===== config.mk =====
export PLATFORM = sky130hd
export DESIGN_NAME = tlul_fifo_sync_os
export DESIGN_NICKNAME = d
export VERILOG_FILES = /design/src/rtl/tlul_pkg.sv /design/src/rtl/tlul_fifo_os_buf.sv /design/src/rtl/tlul_fifo_sync_os.sv
export SDC_FILE = /design/constraint.sdc
export NUM_CORES = 1
export LEC_CHECK = 0
export CAP_MARGIN = 20
export CELL_PAD_IN_SITES_DETAIL_PLACEMENT = 1
export CELL_PAD_IN_SITES_GLOBAL_PLACEMENT = 1
export CORE_MARGIN = 4
export CORE_UTILIZATION = 40
export DETAILED_ROUTE_END_ITERATION = 10
export GPL_TIMING_DRIVEN = 1
export PLACE_DENSITY = 0.75
export RECOVER_POWER = 25
export SETUP_SLACK_MARGIN = 0.2
export SKIP_LAST_GASP = 1
export SLEW_MARGIN = 20
export SYNTH_ARGS = -nofsm -noshare
export SYNTH_HDL_FRONTEND = slang
export SYNTH_HIERARCHICAL = 1
export SYNTH_SLANG_ARGS = --single-unit

===== constraint.sdc =====
create_clock -name clk_i -period 8.1 [get_ports clk_i]
set_input_delay 1.215 -clock clk_i [delete_from_list [all_inputs] [get_ports clk_i]]
set_output_delay 1.215 -clock clk_i [all_outputs]
set_load 0.02 [all_outputs]

===== src/rtl/tlul_pkg.sv =====
// TL-UL bus field widths, packed channel structs and the opcodes used on them.
package tlul_pkg;

    localparam int TL_AW  = 32;
    localparam int TL_DW  = 32;
    localparam int TL_AIW = 8;
    localparam int TL_DIW = 1;
    localparam int TL_DUW = 16;
    localparam int TL_SZW = 2;
    localparam int TL_DBW = TL_DW / 8;

    // valid + opcode + param + size + source + address + mask + data + user + d_ready
    localparam int TL_H2D_W = 1 + 3 + 3 + TL_SZW + TL_AIW + TL_AW + TL_DBW + TL_DW + TL_DUW + 1;
    // valid + opcode + param + size + source + sink + data + user + error + a_ready
    localparam int TL_D2H_W = 1 + 3 + 3 + TL_SZW + TL_AIW + TL_DIW + TL_DW + TL_DUW + 1 + 1;

    // Payload of a beat: everything between the leading valid and the trailing ready.
    localparam int TL_A_PL_W = TL_H2D_W - 2;
    localparam int TL_D_PL_W = TL_D2H_W - 2;

    typedef enum logic [2:0] {
        PutFullData    = 3'd0,
        PutPartialData = 3'd1,
        Get            = 3'd4
    } tl_a_op_e;

    typedef enum logic [2:0] {
        AccessAck     = 3'd0,
        AccessAckData = 3'd1
    } tl_d_op_e;

    typedef struct packed {
        logic              a_valid;
        logic [2:0]        a_opcode;
        logic [2:0]        a_param;
        logic [TL_SZW-1:0] a_size;
        logic [TL_AIW-1:0] a_source;
        logic [TL_AW-1:0]  a_address;
        logic [TL_DBW-1:0] a_mask;
        logic [TL_DW-1:0]  a_data;
        logic [TL_DUW-1:0] a_user;
        logic              d_ready;
    } tl_h2d_t;

    typedef struct packed {
        logic              d_valid;
        logic [2:0]        d_opcode;
        logic [2:0]        d_param;
        logic [TL_SZW-1:0] d_size;
        logic [TL_AIW-1:0] d_source;
        logic [TL_DIW-1:0] d_sink;
        logic [TL_DW-1:0]  d_data;
        logic [TL_DUW-1:0] d_user;
        logic              d_error;
        logic              a_ready;
    } tl_d2h_t;

endpackage


===== src/rtl/tlul_fifo_os_buf.sv =====
// Generic valid/ready synchronous FIFO with optional empty-bypass and occupancy output.
module tlul_fifo_os_buf #(
    parameter int unsigned  Width  = 8,
    parameter int unsigned  Depth  = 2,
    parameter bit           Pass   = 1'b1,
    localparam int unsigned DepthW = $clog2(Depth + 1)
) (
    input  logic              clk_i,
    input  logic              rst_i,
    input  logic              wvalid_i,
    output logic              wready_o,
    input  logic [Width-1:0]  wdata_i,
    output logic              rvalid_o,
    input  logic              rready_i,
    output logic [Width-1:0]  rdata_o,
    output logic [DepthW-1:0] depth_o
);

    localparam int unsigned       PtrW     = (Depth > 1) ? $clog2(Depth) : 1;
    localparam logic [PtrW-1:0]   LastPtr  = PtrW'(Depth - 1);
    localparam logic [DepthW-1:0] FullCnt  = DepthW'(Depth);

    logic [Width-1:0]  mem [Depth];
    logic [PtrW-1:0]   wr_ptr;
    logic [PtrW-1:0]   rd_ptr;
    logic [DepthW-1:0] count;

    logic empty;
    logic full;
    logic bypass;
    logic wr_fire;
    logic rd_fire;
    logic push;
    logic pop;

    // Handshake: a full FIFO still takes a write when the read side drains in the same cycle.
    always_comb begin
        // NOTE: every signal here is assigned on every path, so no latch can be inferred.
        empty    = (count == '0);
        full     = (count == FullCnt);
        bypass   = Pass && empty;
        rvalid_o = bypass ? wvalid_i : !empty;
        rdata_o  = bypass ? wdata_i : mem[rd_ptr];
        wready_o = !full || rready_i;
        wr_fire  = wvalid_i && wready_o;
        rd_fire  = rvalid_o && rready_i;
        // A bypassed beat that is consumed immediately never occupies an entry.
        push     = wr_fire && !(bypass && rd_fire);
        pop      = rd_fire && !bypass;
    end

    // Pointer and occupancy state; pointers wrap at Depth so odd depths work.
    always_ff @(posedge clk_i or posedge rst_i) begin
        // NOTE: sequential state uses non-blocking assignments so every flop samples pre-edge values.
        if (rst_i) begin
            wr_ptr <= '0;
            rd_ptr <= '0;
            count  <= '0;
        end else begin
            if (push) begin
                wr_ptr <= (wr_ptr == LastPtr) ? '0 : wr_ptr + 1'b1;
            end
            if (pop) begin
                rd_ptr <= (rd_ptr == LastPtr) ? '0 : rd_ptr + 1'b1;
            end
            case ({push, pop})
                2'b10:   count <= count + 1'b1;
                2'b01:   count <= count - 1'b1;
                default: count <= count;
            endcase
        end
    end

    // Entry storage.
    always_ff @(posedge clk_i) begin
        // NOTE: storage is not reset; count gates every read, so stale contents are never visible.
        if (push) begin
            mem[wr_ptr] <= wdata_i;
        end
    end

    assign depth_o = count;

endmodule


===== src/rtl/tlul_fifo_sync_os.sv =====
// TL-UL host/device decoupling FIFO pair with outstanding limit, quiesce, idle and error reporting.
module tlul_fifo_sync_os
    import tlul_pkg::*;
#(
    parameter bit          ReqPass        = 1'b1,
    parameter bit          RspPass        = 1'b1,
    parameter int unsigned ReqDepth       = 2,
    parameter int unsigned RspDepth       = 2,
    parameter int unsigned MaxOutstanding = 4,
    parameter int unsigned SpareReqW      = 1,
    parameter int unsigned SpareRspW      = 1
) (
    input  logic                              clk_i,
    input  logic                              rst_i,
    input  tl_h2d_t                           tl_h_i,
    output tl_d2h_t                           tl_h_o,
    output tl_h2d_t                           tl_d_o,
    input  tl_d2h_t                           tl_d_i,
    input  logic [SpareReqW-1:0]              spare_req_i,
    output logic [SpareReqW-1:0]              spare_req_o,
    input  logic [SpareRspW-1:0]              spare_rsp_i,
    output logic [SpareRspW-1:0]              spare_rsp_o,
    input  logic                              quiesce_i,
    output logic [$clog2(ReqDepth+1)-1:0]     req_depth_o,
    output logic [$clog2(RspDepth+1)-1:0]     rsp_depth_o,
    output logic [7:0]                        os_cnt_o,
    output logic                              idle_o,
    output logic                              err_unexp_rsp_o
);

    localparam int unsigned ReqW   = TL_A_PL_W + SpareReqW;
    localparam int unsigned RspW   = TL_D_PL_W + SpareRspW;
    localparam logic [7:0]  MaxOs  = 8'(MaxOutstanding);

    logic            out_en;
    logic [7:0]      os_cnt;
    logic [7:0]      dev_os;
    logic            err_unexp;

    logic            req_wvalid;
    logic            req_wready;
    logic            req_rvalid;
    logic            req_rready;
    logic [ReqW-1:0] req_rdata;

    logic            rsp_wvalid;
    logic            rsp_wready;
    logic            rsp_rvalid;
    logic            rsp_rready;
    logic [RspW-1:0] rsp_rdata;

    logic            host_a_ready;
    logic            host_d_valid;
    logic            dev_a_valid;
    logic            dev_d_ready;
    logic            host_a_acc;
    logic            host_d_acc;
    logic            dev_a_acc;
    logic            dev_d_acc;

    // Holds every port handshake low while in reset and for the first cycle after it.
    always_ff @(posedge clk_i or posedge rst_i) begin
        if (rst_i) begin
            out_en <= 1'b0;
        end else begin
            out_en <= 1'b1;
        end
    end

    // Port gating and accept strobes; a response taken by the host this cycle frees a slot at once.
    always_comb begin
        host_d_valid = rsp_rvalid && out_en;
        host_d_acc   = host_d_valid && tl_h_i.d_ready;
        host_a_ready = out_en && req_wready && !quiesce_i && ((os_cnt < MaxOs) || host_d_acc);
        host_a_acc   = tl_h_i.a_valid && host_a_ready;
        dev_a_valid  = req_rvalid && out_en;
        dev_a_acc    = dev_a_valid && tl_d_i.a_ready;
        dev_d_ready  = rsp_wready && out_en;
        dev_d_acc    = tl_d_i.d_valid && dev_d_ready;
        req_wvalid   = host_a_acc;
        req_rready   = tl_d_i.a_ready && out_en;
        rsp_wvalid   = tl_d_i.d_valid && out_en;
        rsp_rready   = tl_h_i.d_ready && out_en;
    end

    tlul_fifo_os_buf #(
        .Width (ReqW),
        .Depth (ReqDepth),
        .Pass  (ReqPass)
    ) u_req_fifo (
        .clk_i    (clk_i),
        .rst_i    (rst_i),
        .wvalid_i (req_wvalid),
        .wready_o (req_wready),
        .wdata_i  ({spare_req_i, tl_h_i[TL_H2D_W-2:1]}),
        .rvalid_o (req_rvalid),
        .rready_i (req_rready),
        .rdata_o  (req_rdata),
        .depth_o  (req_depth_o)
    );

    tlul_fifo_os_buf #(
        .Width (RspW),
        .Depth (RspDepth),
        .Pass  (RspPass)
    ) u_rsp_fifo (
        .clk_i    (clk_i),
        .rst_i    (rst_i),
        .wvalid_i (rsp_wvalid),
        .wready_o (rsp_wready),
        .wdata_i  ({spare_rsp_i, tl_d_i[TL_D2H_W-2:1]}),
        .rvalid_o (rsp_rvalid),
        .rready_i (rsp_rready),
        .rdata_o  (rsp_rdata),
        .depth_o  (rsp_depth_o)
    );

    // Host-side outstanding count; a stray response never drives it below zero.
    always_ff @(posedge clk_i or posedge rst_i) begin
        if (rst_i) begin
            os_cnt <= '0;
        end else begin
            case ({host_a_acc, host_d_acc})
                2'b10:   os_cnt <= os_cnt + 1'b1;
                2'b01:   os_cnt <= (os_cnt != '0) ? os_cnt - 1'b1 : os_cnt;
                2'b11:   os_cnt <= (os_cnt != '0) ? os_cnt : 8'd1;
                default: os_cnt <= os_cnt;
            endcase
        end
    end

    // Device-side outstanding count and sticky flag for responses nobody asked for.
    always_ff @(posedge clk_i or posedge rst_i) begin
        if (rst_i) begin
            dev_os    <= '0;
            err_unexp <= 1'b0;
        end else begin
            if (dev_d_acc && (dev_os == '0)) begin
                err_unexp <= 1'b1;
            end
            case ({dev_a_acc, dev_d_acc})
                2'b10:   dev_os <= dev_os + 1'b1;
                2'b01:   dev_os <= (dev_os != '0) ? dev_os - 1'b1 : dev_os;
                2'b11:   dev_os <= (dev_os != '0) ? dev_os : 8'd1;
                default: dev_os <= dev_os;
            endcase
        end
    end

    assign tl_d_o          = {dev_a_valid, req_rdata[TL_A_PL_W-1:0], dev_d_ready};
    assign tl_h_o          = {host_d_valid, rsp_rdata[TL_D_PL_W-1:0], host_a_ready};
    assign spare_req_o     = req_rdata[ReqW-1 -: SpareReqW];
    assign spare_rsp_o     = rsp_rdata[RspW-1 -: SpareRspW];
    assign os_cnt_o        = os_cnt;
    assign err_unexp_rsp_o = err_unexp;
    assign idle_o          = (os_cnt == '0) && (dev_os == '0) &&
                             (req_depth_o == '0) && (rsp_depth_o == '0);

endmodule


==> flow_metrics.tcl, run 1 <==
set metrics [dict create \
    synthesis.nets 1284 \
    ys.flop_type "edfxtp_1" \
    cap_violations 0 \
    syn_inst 1093 \
    min_path_type "reg -> reg" \
    syn_avg_cell_area_um2 14.48 \
    cts_tree "done" \
    p_comb_share_pct 47.4 \
    ys_seq_area_share_pct 67.87 \
    fin_cells 1997 \
    synth-seq-cells 362 \
    timing.final.crit_share_pct 62.26 \
    grt_usage_pct 18.38 \
    synth_compound_area_share_pct 8.887 \
    synth_cell_types 52 \
    dp_cells 1917 \
    initial_utilization_pct 40.66 \
    worst_ir_drop_vdd_v 0.0003320 \
    post_cts_buffers 0 \
    path_delay_family "simple AND/OR/NAND/NOR gates" \
    regToRegStartpoint "out_en" \
    p_int_uw 4917 \
    placed_cell_area_um2 19680 \
    final_cell_mix "336 x edfxtp_1, 248 x clkdlybuf4s50_1, 178 x nor2_1" \
    use_met1_pct 22.75 \
    rsz0062_at_grt "false" \
    reg2reg_depth 14 \
    r2r_setup_slack_ns 3.60 \
    grt_max_degree 100 \
    synthAdderAreaFrac_pct 1.360 \
    cts_made_buffers 41 \
    power_switching_uw 3013 \
    vias 10090 \
    register_area_um2 10750 \
    fmax_mhz 198.3 \
    fin_tns_setup_ns 0 \
    cts.path.max_buffers 3 \
    synth.area.mux_share_pct 10.82 \
    pwr-share-clk_pct 21.6 \
    fillers 3857 \
    yosysWarningCount 6 \
    top_usage_layer "met2" \
    cts_resized 0 \
    total_power_uw 7930 \
    synthTopCellsByArea "edfxtp_1 64%, mux2i_1 11%, nor2_1 4.3%, dfrtp_1 4.1%, a21oi_1 3.7%" \
    wire_per_inst_um 20.49 \
    p_seq_share_pct 31.0 \
    stdcell_area_um2 20960 \
    pin_count 361 \
    layout_commonest_cell "edfxtp_1" \
    cp-start-kind "input pin" \
    syn2layout_area_growth_pct 32.42 \
    slowest_stage "nor2_1" \
    worst-path-stages 15 \
    path_clk_slew_ns 0.06 \
    critPathBufInv 1 \
    fp.dieW_um 206.9 \
    synthSimpleGateAreaFrac_pct 6.143 \
    synth_edf_count 336 \
    ys_async_sr_fraction_pct 7.182 \
    dieArea_um2 42810 \
    layout_min_cycle_time_ns 5.043 \
    swShare_pct 38.00 \
    remaining_drc_errors 0 \
    synth_top_family_by_area "multiplexers" \
    dp_hpwl_um 27270 \
    crit_path_end_kind "flop" \
    coreArea_um2 38920 \
    cpPeakStageDelay_ns 0.55 \
    first_pass_iters 4 \
    std_cell_rows 72 \
    grt_pass1_vias 10740 \
    cts_htree_levels 2 \
    path_cells "clkdlybuf4s50_1, and2_1, or3_1, and3_1, a21oi_1, nor2_1, or3_1, and3_1, nor2_1, ha_1, a211oi_1, o311ai_2, o31ai_2, mux2_1, a22oi_1" \
    clock-sinks 362 \
    finClkSkew_ns 0.01255 \
    endpoint "dev_os[7]" \
    port_buffers 360 \
    power_density_nw_per_um2 378.4 \
    arrival_ns 5.50 \
    status "complete, no violations" \
    fin_nets 1634 \
    critPathKind "in -> reg" \
    insertion_delay_ns 0.54 \
    gp_congestion 0.7924 \
    chipHeight_um 206.9 \
    drv_slew 0 \
    grt_use_met2_pct 31.85 \
    worstPathMaxFanout 8 \
    tightest_slew_ns 1.091 \
    drtIter0Drc 505 \
    r2r_end "dev_os[7]" \
    antenna_found_initial 12 \
    yosysTopAreaCellShare_pct 63.76 \
    slew_headroom_pct 27.24 \
    drive_gt1_share_pct 9.634 \
    viasPerCell 5.052 \
    multi_input_area_um2 4554 \
    hold_viol 0 \
    root_buffer "clkbuf_16" \
    p_leak_uw 0.007601 \
    syn_area_um2 15830 \
    grt_overflow 0 \
    postRouteAntennaNets 0 \
    cp-startpoint "tl_d_i[67]" \
    use_met3_pct 4.390 \
    routed_wl_um 40920 \
    setup_viol 0 \
    cp.required_ns 8.55 \
    grt_pass1_wl_um 61330 \
    synthXorXnorAreaFrac_pct 1.320 \
    postCtsHoldBufs 0 \
    synth_top_area_cell "edfxtp_1" \
]
## synthesized netlist by cell type, types with 2 or more instances
| cell type | n |
|---|---|
| inv_1 | 11 |
| dfrtp_1 | 26 |
| or2_1 | 2 |
| nor4_1 | 2 |
| xor2_1 | 8 |
| and3_1 | 2 |
| fa_1 | 2 |
| nand3_1 | 3 |
| a21oi_2 | 60 |
| and2_1 | 10 |
| buf_4 | 9 |
| nand2b_1 | 2 |
| o211ai_1 | 3 |
| a211oi_1 | 3 |
| nor2b_1 | 2 |
| buf_2 | 23 |
| o21ai_0 | 5 |
| edfxtp_1 | 336 |
| clkbuf_1 | 4 |
| or3_1 | 2 |
| mux2i_1 | 170 |
| or3b_2 | 2 |
| a22o_1 | 12 |
| nand2_1 | 12 |
| nor2_1 | 182 |
| a21o_1 | 2 |
| or4_1 | 2 |
| xnor2_1 | 14 |
| ha_1 | 14 |
| a21oi_1 | 118 |
| buf_6 | 29 |
## state kept, by name, summed over array words and instances (netlist names)
register / cells
dev_os: 8
err_unexp_rsp_o: 1
os_cnt_o: 8
out_en: 1
u_req_fifo/depth_o: 2
u_req_fifo/mem: 202
u_req_fifo/rd_ptr: 1
u_req_fifo/wr_ptr: 1
u_rsp_fifo/depth_o: 2
u_rsp_fifo/mem: 134
u_rsp_fifo/rd_ptr: 1
u_rsp_fifo/wr_ptr: 1
## through the flow
stage                     hold WS [ns]  util [%]  worst slack [ns]
after floorplan                 0.4681         -             1.340
after global placement          0.4793     50.56             2.781
after detailed placement        0.4751     50.56             2.531
after CTS                       0.5072     53.75             3.094
after global routing            0.5387     53.84             2.827
final                           0.4995     53.85             3.057
## worst min path at each step
stage / cells after the start / endpoint / start / slack (ns)
after floorplan: 1 / u_req_fifo/wr_ptr / u_req_fifo/wr_ptr / 0.47
after global placement: 1 / err_unexp_rsp_o / err_unexp_rsp_o / 0.48
after CTS: 1 / err_unexp_rsp_o / err_unexp_rsp_o / 0.51
after detailed placement: 1 / err_unexp_rsp_o / err_unexp_rsp_o / 0.48
after global routing: 1 / err_unexp_rsp_o / err_unexp_rsp_o / 0.54
final: 1 / err_unexp_rsp_o / err_unexp_rsp_o / 0.50
## power by group through the flow
stage               logic (uW)  clock network, uW  registers, uW
floorplan                 2360                  0           2410
global placement          3730                  0           2490
detailed placement        3780                  0           2500
CTS                       3800               1780           2470
global route              4000               1860           2490
finish                    3760               1710           2460
## worst reg2reg max path, cell delays in order, from the launching register on
cell      delay [ns]
dfrtp_1         0.51
and2_1          0.23
or3_1           0.37
and3_1          0.22
a21oi_1         0.21
nor2_1          0.09
or3_1           0.33
and3_1          0.26
nor2_1          0.55
ha_1            0.38
a211oi_1        0.30
o311ai_2        0.18
o31ai_2         0.31
mux2_1          0.36
a22oi_1         0.13
## routing by layer
layer  vias to the layer above  part of all wire (%)  wire length (um)
met5                         -                  0.13                53
met3                        75                   5.2              2127
met2                       238                    51             20920
met4                         8                   3.1              1274
li1                       4781                     -                 -
met1                      4987                    40             16550
## cell type report
class	instances	area share [%]
Sequential cell	362	51.29
Clock inverter	17	0.5254
Inverter	11	0.1970
Multi-Input combinational cell	655	21.73
Clock buffer	57	5.385
Antenna cell	5	0.05971
Tap cell	518	3.093
Timing Repair Buffer	372	17.72
## logic make-up after synthesis
kind of cell / after synthesis
xor+xnor: 23
other cells: 1
buf+inv: 76
flops: 362
compound gates: 214
simple gates: 230
mux: 171
fa+ha+maj: 16
Power figures use the tool's default switching activity.
==> run 2, diff against run 1 <==
==> constraint.sdc (replaced) <==
create_clock -name clk_i -period 4.8 [get_ports clk_i]
set_input_delay 0.72 -clock clk_i [delete_from_list [all_inputs] [get_ports clk_i]]
set_output_delay 0.72 -clock clk_i [all_outputs]
set_load 0.02 [all_outputs]
==> run 2 against run 1 <==
Net effect:
- total power grew 70%
- clock skew shrank 0.0062 ns
- combinational power grew 71%
- final area grew 0.42%
- count of clock-buffer cells in the layout shrank 4
- clock power grew 70%
- first-iteration DRC count shrank 5.3%
- sequential share of layout area shrank 0.21 points
- sequential power grew 68%
- cell count grew 0.30%
- critical path depth grew 1
- critical endpoint unchanged
- highest routed layer is now met4
==> flow_metrics.tcl, run 2 (synthesized netlist as in run 1, its figures left out) <==
set metrics [dict create \
    status "complete, no violations" \
    postCtsHoldBufs 0 \
    critPathBufInv 2 \
    pin_count 361 \
    path_cells "clkdlybuf4s50_1, and2_1, or3_1, and3_1, a21oi_1, nor2_1, or3_1, and3_1, nor2_1, buf_4, ha_1, nor2_1, o311ai_2, o31ai_2, mux2_1, a22oi_1" \
    coreArea_um2 38920 \
    reg2reg_depth 15 \
    root_buffer "clkbuf_16" \
    power_density_nw_per_um2 640.7 \
    hold_viol 0 \
    p_seq_share_pct 30.7 \
    wire_per_inst_um 20.97 \
    fin_tns_setup_ns 0 \
    regToRegStartpoint "out_en" \
    cpMostUsedCell "nor2_1" \
    p_int_uw 8330 \
    drive_gt1_share_pct 9.939 \
    cp.required_ns 5.25 \
    remaining_drc_errors 0 \
    regMostFlops "u_req_fifo/mem" \
    critPathKind "in -> reg" \
    pwr-share-clk_pct 21.5 \
    clock-sinks 362 \
    reg_top3 "u_req_fifo/mem x202, u_rsp_fifo/mem x134" \
    placed_cell_area_um2 19780 \
    chipHeight_um 206.9 \
    port_buffers 360 \
    cts_tree "done" \
    cts_resized 0 \
    slew_headroom_pct 32.59 \
    grt_max_degree 102 \
    drv_slew 0 \
    syn2layout_area_growth_pct 32.98 \
    initial_utilization_pct 40.66 \
    antenna_found_initial 8 \
    final_cell_mix "336 x edfxtp_1, 247 x clkdlybuf4s50_1, 178 x nor2_1" \
    r2r_setup_slack_ns 0.65 \
    cts_made_buffers 42 \
    worst-path-stages 16 \
    cts.path.max_buffers 3 \
    post-route-util_pct 54.07 \
    insertion_delay_ns 0.54 \
    vias 10180 \
    arrival_ns 4.62 \
    cp-start-kind "input pin" \
    path_clk_slew_ns 0.05 \
    grt_pass1_wl_um 62560 \
    slowest_stage "clkdlybuf4s50_1" \
    fmax_mhz 239.7 \
    dieArea_um2 42810 \
    grt_pass1_vias 10680 \
    grt_overflow 0 \
    grt_usage_pct 18.82 \
    min_from "err_unexp_rsp_o" \
    cp-startpoint "tl_d_i[67]" \
    fillers 3877 \
    setup_viol 0 \
    endpoint "dev_os[7]" \
    timing.final.crit_share_pct 86.91 \
    power_switching_uw 5153 \
    largest_reg_flops 202 \
    first_pass_iters 4 \
    worst_hold_slack_ns 0.4931 \
    dp_hpwl_um 28330 \
    fin_nets 1641 \
    post_cts_buffers 0 \
    rsz0062_at_grt "false" \
    stdcell_area_um2 21040 \
    cpPeakStageDelay_ns 0.43 \
    routed_wl_um 42000 \
    fp.dieW_um 206.9 \
    worst_ir_drop_vdd_v 0.0004744 \
    min_path_type "reg -> reg" \
    finClkSkew_ns 0.006381 \
    layout_min_cycle_time_ns 4.172 \
    cts_htree_levels 2 \
    tightest_slew_ns 1.001 \
    viasPerCell 5.081 \
    std_cell_rows 72 \
    path_delay_family "simple AND/OR/NAND/NOR gates" \
    drtIter0Drc 478 \
    postRouteAntennaNets 0 \
    swShare_pct 38.22 \
    crit_path_end_kind "flop" \
    cap_violations 0 \
    gp_congestion 0.7711 \
    layout_commonest_cell "edfxtp_1" \
    worstPathMaxFanout 7 \
    p_leak_uw 0.007643 \
    p_comb_share_pct 47.8 \
    r2r_end "dev_os[7]" \
]
-- run 2: cell types whose count changed in the layout (fill, tap and decap cells not counted), sizes merged --
cell | before | now
dlygate4sd3 | 112 | 113
clkinv | 15 | 19
bufinv | 1 | 0
clkdlybuf4s50 | 248 | 247
buf | 12 | 18
clkbuf | 57 | 53
diode | 5 | 6
-- run 2: stage by stage --
step | std cells | total power, uW | worst slack [ns]
2_1_floorplan | 1093 | 8047 | -1.465
3_3_place_gp | 1924 | 10590 | 0.3565
3_5_place_dp | 1924 | 10710 | 0.08846
4_1_cts | 1997 | 13690 | 0.6398
5_1_grt | 2002 | 14190 | 0.3799
6_report | 2003 | 13480 | 0.6284
-- run 2: metal layers --
metal	routed length, um	GRT usage [%]	share of wire [%]	vias up
li1	-	-	-	4773
met1	16750	23.14	40	5109
met2	21820	32.76	52	243
met3	2397	4.327	5.7	53
met4	1041	6.610	2.5	0
met5	0	0	0	-
-- run 2: how the worst min path moves through the flow --
stage          depth (start not counted)           endpoint
3_3_place_gp                           1    err_unexp_rsp_o
3_5_place_dp                           1    err_unexp_rsp_o
5_1_grt                                1    err_unexp_rsp_o
4_1_cts                                2  u_req_fifo/wr_ptr
6_report                               1    err_unexp_rsp_o
2_1_floorplan                          1  u_req_fifo/wr_ptr
-- run 2: power by group through the flow --
stage,Combinational (uW),Clock [uW],Sequential (uW)
6_report,6440,2900,4140
5_1_grt,6850,3150,4190
4_1_cts,6540,2990,4150
3_5_place_dp,6500,0,4210
3_3_place_gp,6390,0,4190
2_1_floorplan,3980,0,4060
-- run 2: area by class of cell --
class | instances | area [um2] | share of cell area, %
Clock buffer | 53 | 1156 | 5.494
Tap cell | 518 | 648.1 | 3.080
Clock inverter | 20 | 92.59 | 0.4400
Multi-Input combinational cell | 655 | 4554 | 21.64
Sequential cell | 362 | 10750 | 51.07
Inverter | 11 | 41.29 | 0.1962
Antenna cell | 6 | 15.01 | 0.07135
Timing Repair Buffer | 378 | 3789 | 18.00
==> run 3, diff against run 2 <==
--- a/config.mk
+++ b/config.mk
@@ -5,7 +5,6 @@
 export SDC_FILE = /design/constraint.sdc
 export NUM_CORES = 1
 export LEC_CHECK = 0
-export CAP_MARGIN = 20
 export CELL_PAD_IN_SITES_DETAIL_PLACEMENT = 1
 export CELL_PAD_IN_SITES_GLOBAL_PLACEMENT = 1
 export CORE_MARGIN = 4
==> results of run 3 <==
The final DEF is identical to that of run 2; final timing and power are the same.
